==> src/rtl/adder_mw_seq.sv <==
// adder: 16-bit Kogge-Stone parallel-prefix adder.
//   a, b  : 16-bit addends
//   cin   : carry in
//   sum   : 16-bit result
//   cout  : carry out of bit 15
//
// adder_mw_seq: multi-word add/subtract sequencer. Operands of WORDS x 16 bits
// are captured on a valid/ready handshake and pushed limb-by-limb (LSB first)
// through a single adder instance, with the limb carry held in a register.
//   clk, rst_n            : clock, asynchronous active-low reset
//   in_valid / in_ready   : request handshake
//   in_a, in_b            : W-bit operands
//   in_cin                : carry-in (add) or active-high borrow-in (subtract)
//   in_sub                : 0 = A+B+cin, 1 = A-B-borrow
//   out_valid / out_ready : result handshake
//   out_sum               : W-bit result
//   out_cout              : carry-out (add) or active-high borrow-out (subtract)
//   out_ovf               : two's-complement signed overflow of the W-bit op

module adder (
    output logic        cout,
    output logic [15:0] sum,
    input  logic [15:0] a,
    input  logic [15:0] b,
    input  logic        cin
);
    logic [15:0] h;
    logic [15:0] g0, p0, g1, p1, g2, p2, g3, p3, g4, p4;

    // One prefix level: combine each bit's (g,p) with the group d bits below.
    function automatic logic [31:0] ks_level(input logic [15:0] g,
                                             input logic [15:0] p,
                                             input int d);
        logic [15:0] gn, pn;
        gn = g;
        pn = p;
        for (int i = 0; i < 16; i++) begin
            if (i >= d) begin
                gn[i] = g[i] | (p[i] & g[i-d]);
                pn[i] = p[i] & p[i-d];
            end
        end
        return {gn, pn};
    endfunction

    always_comb begin
        h  = a ^ b;
        g0 = a & b;
        p0 = h;
        // Fold cin into bit 0 so the prefix tree yields carries directly.
        g0[0] = (a[0] & b[0]) | (h[0] & cin);
    end

    assign {g1, p1} = ks_level(g0, p0, 1);
    assign {g2, p2} = ks_level(g1, p1, 2);
    assign {g3, p3} = ks_level(g2, p2, 4);
    assign {g4, p4} = ks_level(g3, p3, 8);

    assign sum  = h ^ {g4[14:0], cin};
    assign cout = g4[15];
endmodule

// FSM states
//   state | meaning
//   IDLE  | waiting for a request, in_ready=1
//   RUN   | one limb per cycle through the adder
//   DONE  | result presented, held until out_ready
module adder_mw_seq #(
    parameter  int WORDS = 4,
    localparam int W     = 16 * WORDS,
    localparam int CW    = (WORDS > 1) ? $clog2(WORDS) : 1
) (
    input  logic         clk,
    input  logic         rst_n,
    input  logic         in_valid,
    output logic         in_ready,
    input  logic [W-1:0] in_a,
    input  logic [W-1:0] in_b,
    input  logic         in_cin,
    input  logic         in_sub,
    output logic         out_valid,
    input  logic         out_ready,
    output logic [W-1:0] out_sum,
    output logic         out_cout,
    output logic         out_ovf
);
    typedef enum logic [1:0] {IDLE, RUN, DONE} state_t;

    state_t        state_q, state_d;
    logic [CW-1:0] cnt_q;
    logic          carry_q;
    logic [W-1:0]  a_q, b_q;
    logic          sub_q;

    logic          accept;
    logic          last_limb;
    logic [15:0]   add_a, add_b, add_sum;
    logic          add_cout;
    logic          c15;

    assign last_limb = (cnt_q == CW'(WORDS - 1));
    assign add_a     = a_q[{cnt_q, 4'b0000} +: 16];
    assign add_b     = b_q[{cnt_q, 4'b0000} +: 16];
    // Carry into the top bit of the last limb, needed for signed overflow.
    assign c15       = add_a[15] ^ add_b[15] ^ add_sum[15];

    adder u_adder (
        .cout (add_cout),
        .sum  (add_sum),
        .a    (add_a),
        .b    (add_b),
        .cin  (carry_q)
    );

    always_ff @(posedge clk or negedge rst_n) begin
        if (!rst_n) state_q <= IDLE;
        else        state_q <= state_d;
    end

    always_comb begin
        state_d   = state_q;
        accept    = 1'b0;
        in_ready  = 1'b0;
        out_valid = 1'b0;
        case (state_q)
            IDLE: begin
                // Hold in_ready low while reset is asserted.
                in_ready = rst_n;
                if (in_valid) begin
                    accept  = 1'b1;
                    state_d = RUN;
                end
            end
            RUN: begin
                if (last_limb) state_d = DONE;
            end
            DONE: begin
                out_valid = 1'b1;
                if (out_ready) state_d = IDLE;
            end
            default: state_d = IDLE;
        endcase
    end

    always_ff @(posedge clk or negedge rst_n) begin
        if (!rst_n) begin
            cnt_q    <= '0;
            carry_q  <= 1'b0;
            a_q      <= '0;
            b_q      <= '0;
            sub_q    <= 1'b0;
            out_sum  <= '0;
            out_cout <= 1'b0;
            out_ovf  <= 1'b0;
        end else if (accept) begin
            // Subtraction is A + ~B + ~borrow.
            a_q     <= in_a;
            b_q     <= in_sub ? ~in_b : in_b;
            sub_q   <= in_sub;
            carry_q <= in_sub ? ~in_cin : in_cin;
            cnt_q   <= '0;
        end else if (state_q == RUN) begin
            out_sum[{cnt_q, 4'b0000} +: 16] <= add_sum;
            carry_q <= add_cout;
            if (last_limb) begin
                out_cout <= sub_q ? ~add_cout : add_cout;
                out_ovf  <= c15 ^ add_cout;
            end else begin
                cnt_q <= cnt_q + 1'b1;
            end
        end
    end
endmodule

==> config.mk <==
export PLATFORM = sky130hd
export DESIGN_NAME = adder_mw_seq
export DESIGN_NICKNAME = d
export VERILOG_FILES = /design/src/rtl/adder_mw_seq.sv
export SDC_FILE = /design/constraint.sdc
export NUM_CORES = 1
export LEC_CHECK = 0
export CORE_UTILIZATION = 46
export CTS_BUF_LIST = sky130_fd_sc_hd__clkbuf_16
export DETAILED_ROUTE_END_ITERATION = 7
export HOLD_SLACK_MARGIN = 0.12
export PLACE_DENSITY = 0.79
export REMOVE_ABC_BUFFERS = 1
export SYNTH_ARGS = -nofsm -noshare
export SYNTH_HDL_FRONTEND = slang
export SYNTH_SLANG_ARGS = --single-unit
export TNS_END_PERCENT = 20
==> constraint.sdc <==
create_clock -name clk -period 3.1 [get_ports clk]
set_clock_uncertainty 0.05 [all_clocks]
set_input_delay 0.62 -clock clk [delete_from_list [all_inputs] [get_ports clk]]
set_output_delay 0.62 -clock clk [all_outputs]
set_load 0.01 [all_outputs]
======== Word level (Yosys, flattened, before mapping) ========
Cells that the tools add are included.
word-level totals
  flip-flop bits (word level) ............. 200
  bits in latches ......................... 0
  RAM bits ................................ 0
  bits in read-only memories .............. 0
  input bits .............................. 134
  output and inout port bits .............. 68
  word-level logic and storage cells ...... 190
  memories kept ........................... 0
cells by class
  add/sub/neg operators ................... 2
  multiply operators ...................... 0
  divide/modulo/power cells ............... 0
  order comparisons ....................... 0
  equality and inequality tests ........... 7
  shifts and indexed selects .............. 4
  mux-type cells .......................... 17
  bitwise logic cells ..................... 145
  reductions and logical operators ........ 6
operator list
  kind                       number
  $shiftx A64 B7 Y16         2
  $and A1 B1 Y1              85
  $bwmux W64                 1
  $mux W64                   1
  $not A64 Y64               1
  $shift A16 B8 Y64 const A  1
  $shiftx A16 B8 Y64         1
  $or A1 B1 Y1               50
  $xor A16 B16 Y16           2
  $and A16 B16 Y16           1
  $mux W2                    6
  $mux W1                    8
  $ne A2 B2 Y1 const B       4
  $neg A6 Y8                 1
  $pmux W2 S3                1
  $reduce_and A3 Y1          2
  $eq A2 B2 Y1 const B       2
  $reduce_and A2 Y1          2
  $not A1 Y1                 3
  $xor A1 B1 Y1              3
  $add A2 B1 Y2 const B      1
  $eq A2 B1 Y1 const B       1
  $logic_not A2 Y1           1
  $reduce_bool A2 Y1         1

======== Longest topological paths before layout ========
Gate-level depths: netlist (run 1).
  depth in word-level cells ............... 14
  gate-level depth with buffers ........... 12
  depth with buffers taken out ............ 10

======== Cells and area by module ========
A second synthesis (run 1) with hierarchy kept.
unflattened totals
  cells, all modules ...................... 835
  area total of the unflattened synthesis .. 9755.6 µm²
by module, submodules not included
  module        instances  cells an instance  area an instance (µm²)  seq. area each (µm²)
  adder_mw_seq  1          710                8871.0                  5004.8
  adder         1          125                884.6                   0.0

======== Worst setup path after synthesis (run 1) ========
Ideal clock, no wire load.
  path kind ............................... reg-to-reg
  start point ............................. register cnt_q[0]
  end point ............................... register out_sum[14]
  library setup time ...................... 132 ps
  arrival time ............................ 3191 ps
  path slack .............................. -273 ps
  stages on the path, launching flop included .. 13
  cells stage by stage .................... dfrtp_1 buf_2 buf_2 mux4_2 fa_1 inv_1 fa_1 nand2b_1 a21oi_4 o2111ai_2 a2111oi_2 a311oi_2 o21ai_1
between the ends
  longest elaborated chain between the ends .. 13
ends and longest elaborated chain
  element                                       RTL line  RTL
  start: declaration                            90        logic [CW-1:0] cnt_q;
  start signal: assignment                      169       cnt_q <= cnt_q + 1'b1;
  $shiftx A64 B7 Y16, on equally long branches  102, 103
  $xor A16 B16 Y16                              47        h = a ^ b;
  $and A1 B1 Y1                                 51        g0[0] = (a[0] & b[0]) | (h[0] & cin);
  $or A1 B1 Y1                                  51
  $and A1 B1 Y1                                 39        gn[i] = g[i] | (p[i] & g[i-d]);
  $or A1 B1 Y1                                  39
  $and A1 B1 Y1                                 39
  $or A1 B1 Y1                                  39
  $and A1 B1 Y1                                 39
  $or A1 B1 Y1                                  39
  $xor A16 B16 Y16                              59        assign sum = h ^ {g4[14:0], cin};
  $shiftx A16 B8 Y64                            163       out_sum[{cnt_q, 4'b0000} +: 16] <= add_sum;
  $bwmux W64 *                                  163
  end signal: indexed assignment                163
  end: declaration                              83        output logic [W-1:0] out_sum,
Every way passes the cells marked *; elsewhere a longest branch is shown, timed or not.
A chain may end at the register's enable or synchronous reset.

======== Worst setup path in the final report (run 1) ========
  start point ............................. register cnt_q[0]
  end point ............................... register out_sum[12]
The elaborated chain is that of the path after synthesis.

==> results.yml, run 1 <==
worst_setup_path:
  cp_slowest_cell: "mux4_2"
  crit_path_end_kind: "register"
  worstSetupStartpointType: "register"
  worstReg2RegEnd: "out_sum[12]"
  cp_slowest_stage_delay_ns: 0.54
  required_ns: 3.37
  cp.arrival_ns: 3.30
  cp_cell_sequence: "clkbuf_16, buf_12, mux4_2, ha_4, a211o_1, o2111ai_4, o21ba_4, buf_4, xnor2_2, a22o_1"
  worstPathMaxFanout: 8
  r2r_start: "cnt_q[0]"
  ff2ff_setup_slack_ns: 0.07
  r2r_cells: 10
  worstSetupPathType: "register to register"
floorplanning:
  die_area_um2: 21200
  die_x_um: 146
  core_um2: 20200
  initial_core_util: 0.468
  floorplan.die.height_um: 146
  boundaryPins: 202
  num_rows: 52
grt:
  gr-usage-all-layers: 0.222
  grt_first_pass_wirelength_um: 36300
  grt_max_degree: 86
  grt_remaining_overflow: 0
  grt_pass1_vias: 6771
  grt_antenna_before_repair: 0
synth:
  synth-main-ff-cell: "dfrtp_1"
  synth_seq_area_share: 0.528
  ys_seq_elements: 200
  synth.most_common_cell: "dfrtp_1"
  yosysTopAreaCell: "dfrtp_1"
  yosysUniqueCellTypes: 49
  synth_compound_area_frac: 0.125
  synth-simple-area-share: 0.0589
  synthArstFlopShare: 1.00
  yosysWarnings: 0
  synthAdderAreaFrac: 0.0319
  synth_top_family_by_area: "multiplexers"
  synth_xor_area_frac: 0.0764
  synth_common_cells: "dfrtp_1 (200), nor2_1 (76), a21oi_1 (75)"
  syn-cell-area_um2: 9480
  synth.avg_cell_area_um2: 12.3
  netlist_instances: 768
  synth_area_leaders: "dfrtp_1 (53%), mux2_2 (7.7%), mux4_2 (7.6%)"
  synth_edf_count: 0
  yosysTopAreaCellShare: 0.528
  synth.mux.area_fraction: 0.153
timing:
  min_period_ns: 3.03
  tightestPinTransition_ns: 0.863
  max_freq_mhz: 330
  finalHoldViolCount: 0
  slew_viol_final: 0
  fin_crit_sh: 0.979
  timing.hold.ws_ns: 0.435
  relSlewSlack: 0.425
  setup_viol_count_final: 0
place:
  dp.final_hpwl_um: 16500
  place_congestion: 0.833
  dp.cells: 1230
  port_buffers: 201
clock_tree:
  numCtsBuffers: 17
  cts_tree: "done"
  cts_htree_levels: 4
  clk_latency_ns: 0.44
  clk_pin_slew_worst_paths_ns: 0.07
  cts_root_buf: "clkbuf_16"
  clock_sinks: 200
  clk_path_buf_depth: 2
cells_and_area:
  diodes: 0
  synthToLayoutAreaGrowth_pct: 36.6
  instances_no_fill: 1282
  nets: 1156
  drive_gt1_frac: 0.228
hold_path:
  whs_path_depth: 2
  holdPathEnd: "out_cout"
  hp-start: "out_cout"
  hp-class: "register to register"
route:
  drc: 0
  via_count: 6886
  wire_per_inst_um: 17.8
  ant_nets: 0
  drt_pre_antenna_iters: 5
  drtIter0Drc: 381
  routed_wirelength_um: 22800
  avgViaCountPerCell: 5.37
job:
  drv_cap: 0
power:
  peakVddDrop_mv: 0.867
  power.density_nw_per_um2: 1360
  power.leakage_nw: 5.27
run_status:
  status: "finished clean"
## worst max path at each step
stage	from	to	slack, ns	cells after the start
after detailed placement	cnt_q[0]	out_sum[30]	0.007	10
after floorplan	in_valid	a_q[0]	-10.60	2
after global placement	cnt_q[0]	out_sum[14]	0.05	11
final	cnt_q[0]	out_sum[12]	0.07	10
after global routing	cnt_q[0]	out_cout	-0.02	10
after CTS	cnt_q[0]	out_sum[25]	0.003	9
## power by group
| group | leakage (nW) | total, mW | internal [mW] | switching, mW |
|---|---|---|---|---|
| combinational | 2.57 | 11.0 | 5.45 | 5.57 |
| sequential | 2.43 | 4.48 | 3.78 | 0.704 |
| clock | 0.273 | 2.07 | 1.10 | 0.973 |
| total | 5.27 | 17.6 | 10.3 | 7.24 |
## layout make-up
type                            instances  area [um2]
Clock buffer                           17         425
Clock inverter                         15         115
Fill cell                            1519        7290
Inverter                                9        33.8
Multi-Input combinational cell        511        4460
Sequential cell                       200        5010
Tap cell                              270         338
Timing Repair Buffer                  260        2570
## critical path, delay by kind of cell (launching register included)
family	cells	cell delay, ns
compound gates	4	1.01
mux	1	0.54
flops	1	0.52
buf+inv	3	0.43
fa+ha+maj	1	0.29
xor+xnor	1	0.08
## metal layers
layer,global-route usage,vias up,wire (um)
li1,-,3209,-
met1,0.310,3404,10300
met2,0.347,241,11000
met3,0.0401,32,1090
met4,0.0842,0,483
met5,0,-,0
## placed cells by master (no fill, tap or decap), drive strengths merged, types with 2 or more instances in the layout
cell	n
fa	2
o211ai	2
a31oi	2
clkdlybuf4s50	199
clkbuf	19
mux2	65
nor3b	2
o21ai	31
dfrtp	200
xnor2	72
nand4	2
buf	58
nor3	4
nand2	35
xor2	9
or3	3
clkinvlp	3
o2111ai	2
clkinv	5
nor2	76
mux4	32
a21oi	77
a311oi	2
a21o	2
inv	15
nand2b	7
a22o	48
ha	21
## per-stage QoR
step                instance area, um2  setup WS, ns  TNS (ns)  total power [mW]  utilization
global route                     12900       -0.0178   -0.0284              18.7        0.640
floorplan                         9260        -10.60  -1391.89              10.3            -
CTS                              12500       0.00307         0              16.1        0.620
detailed placement               12000       0.00677         0              13.9        0.592
finish                           12900        0.0665         0              17.6        0.640
global placement                 12000        0.0452         0              13.6        0.592
## cell families after synthesis
logic type      after synthesis
simple gates                134
compound gates              176
xor+xnor                     81
mux                          97
flops                       200
fa+ha+maj                    23
buf+inv                      57
## state kept, by name, summed over array words and instances (netlist names)
signal / cells
a_q: 64
b_q: 64
out_sum: 64
cnt_q: 2
state_q: 2
carry_q: 1
out_cout: 1
out_ovf: 1
sub_q: 1
## what timing repair did
item                                    in CTS  in global routing
endpoints found under the setup margin       3                 31
gates cloned                                 0                  1
hold buffers                                 1                  0
pin swaps                                    0                 15
setup buffers                                0                 18
hold endpoints to repair                     1                  0
resized for setup                            2                 43
Note: power is estimated with default switching activity, not from simulation.
==> run 2: changes to the inputs <==
--- a/config.mk
+++ b/config.mk
@@ -5,6 +5,7 @@
 export SDC_FILE = /design/constraint.sdc
 export NUM_CORES = 1
 export LEC_CHECK = 0
+export CORE_ASPECT_RATIO = 0.75
 export CORE_UTILIZATION = 46
 export CTS_BUF_LIST = sky130_fd_sc_hd__clkbuf_16
 export DETAILED_ROUTE_END_ITERATION = 7
==> run 2 against run 1 <==
Effect of this change: sequential cell count did not move; worst setup slack got worse by 0.018 ns; non-clock buffer count shrank 17; critical endpoint is now out_sum[30]; global-route usage is 1.0 points higher; routed wire length up 3.1%; sequential share of layout area grew 0.59 points; largest power group unchanged; clock-buffer cell count stayed put; register-to-register slack worse by 0.02 ns; critical path depth stayed put.
==> results.yml, run 2 (synthesized netlist as in run 1, its figures left out) <==
run_status:
  status: "finished clean"
floorplanning:
  floorplan.die.height_um: 126
  core_um2: 20200
  initial_core_util: 0.469
  boundaryPins: 202
  die_area_um2: 21200
  num_rows: 45
  die_x_um: 168
clock_tree:
  clk_latency_ns: 0.44
  clock_sinks: 200
  cts_root_buf: "clkbuf_16"
  cts_tree: "done"
  cts_htree_levels: 4
  clk_path_buf_depth: 2
  clk_pin_slew_worst_paths_ns: 0.07
  numCtsBuffers: 17
worst_setup_path:
  worstSetupStartpointType: "register"
  required_ns: 3.37
  worstPathMaxFanout: 15
  cp.arrival_ns: 3.32
  crit_path_end_kind: "register"
  worstSetupPathType: "register to register"
grt:
  gr-usage-all-layers: 0.232
  grt_max_degree: 81
  grt_first_pass_wirelength_um: 37500
  grtUsageMet1: 0.349
  grt.busiest_layer: "met1"
  grt_pass1_vias: 6707
  grtUsageMet2: 0.344
  grt_util_met3: 0.0515
  grt_remaining_overflow: 0
  grt_antenna_before_repair: 0
timing:
  fin_tns_setup_ns: 0
  setup_viol_count_final: 0
  slew_viol_final: 0
  timing.hold.ws_ns: 0.443
  setup_slack_ns: 0.0482
  finalHoldViolCount: 0
  tightestPinTransition_ns: 0.873
  fin_crit_sh: 0.984
  rsz0062_at_grt: "true"
  relSlewSlack: 0.418
  max_freq_mhz: 328
  min_period_ns: 3.05
route:
  wire_per_inst_um: 18.8
  via_count: 6886
  ant_nets: 0
  avgViaCountPerCell: 5.50
  routed_wirelength_um: 23500
  drc: 0
  drt_pre_antenna_iters: 8
  drtIter0Drc: 591
cells_and_area:
  drive_gt1_frac: 0.202
  layout_commonest_cell: "clkdlybuf4s50_1"
  synthToLayoutAreaGrowth_pct: 34.5
  top_regs: "a_q: 64 flops, b_q: 64 flops, out_sum: 64 flops"
  diodes: 0
  multi_input_area_um2: 4360
  nets: 1139
  nFillCells: 1571
  fin_util: 0.631
  seq_area_um2: 5010
  final_cell_mix: "clkdlybuf4s50_1 (199), dfrtp_1 (198), nor2_1 (76)"
hold_path:
  hp-class: "register to register"
power:
  total_power_mw: 17.2
  power.density_nw_per_um2: 1350
  peakVddDrop_mv: 0.882
  power.leakage_nw: 5.20
job:
  drv_cap: 0
place:
  place_congestion: 0.835
  dp.final_hpwl_um: 17000
  port_buffers: 201
  pre_cts_slack_ns: -0.0141
run 2: metal layers:
layer  part of all wire  vias to the layer above
met2               0.45                      280
met4              0.014                        0
li1                   -                     3164
met5                  0                        -
met1               0.47                     3419
met3              0.068                       23
run 2: report_power, final:
part	leakage (nW)	switching (mW)	internal, mW
combinational	2.48	5.51	4.96
sequential	2.43	0.691	3.78
clock	0.286	0.970	1.26
total	5.20	7.17	10.0
run 2: cell type report:
class	count	share of cell area
clock buffer	17	0.0334
clock inverter	13	0.0121
inverter	9	0.00265
multi-input combinational	511	0.342
sequential	200	0.393
tap	258	0.0253
timing repair buffer	243	0.192
run 2: timing repair:
| action | CTS | global route |
|---|---|---|
| endpoints found under the setup margin | 10 | 31 |
| setup buffers | 0 | 7 |
| pin swaps | 0 | 3 |
| resized for setup | 2 | 23 |
| hold endpoints to repair | 16 | 0 |
| hold buffers | 1 | 0 |
run 2: critical path, cell delays in order, from the launching register on:
cell and delay, ns:
dfrtp_2 0.46, buf_12 0.20, mux4_2 0.57, ha_4 0.29, a21o_1 0.17, a211o_1 0.30, o2111ai_4 0.27, a2111oi_2 0.12
a311oi_2 0.25, buf_4 0.17, o21ai_1 0.07
run 2: path summary, 6_finish.rpt:
| kind | endpoint | depth (start not counted) | slack (ns) | start |
|---|---|---|---|---|
| max | out_sum[30] | 10 | 0.05 | cnt_q[0] |
| max in group asynchronous | a_q[37] | 3 | 1.34 | rst_n |
| max reg2reg | out_sum[30] | 10 | 0.05 | cnt_q[0] |
| min in group asynchronous | out_sum[44] | 2 | 0.56 | rst_n |
| min | out_sum[49] | 2 | 0.44 | out_sum[49] |
| min reg2reg | out_sum[49] | 2 | 0.44 | out_sum[49] |
run 2: per-stage QoR:
stage	std cells	cell area, um2
global placement	1213	11900
CTS	1244	12500
finish	1251	12800
global route	1251	12800
floorplan	720	9260
detailed placement	1213	11900
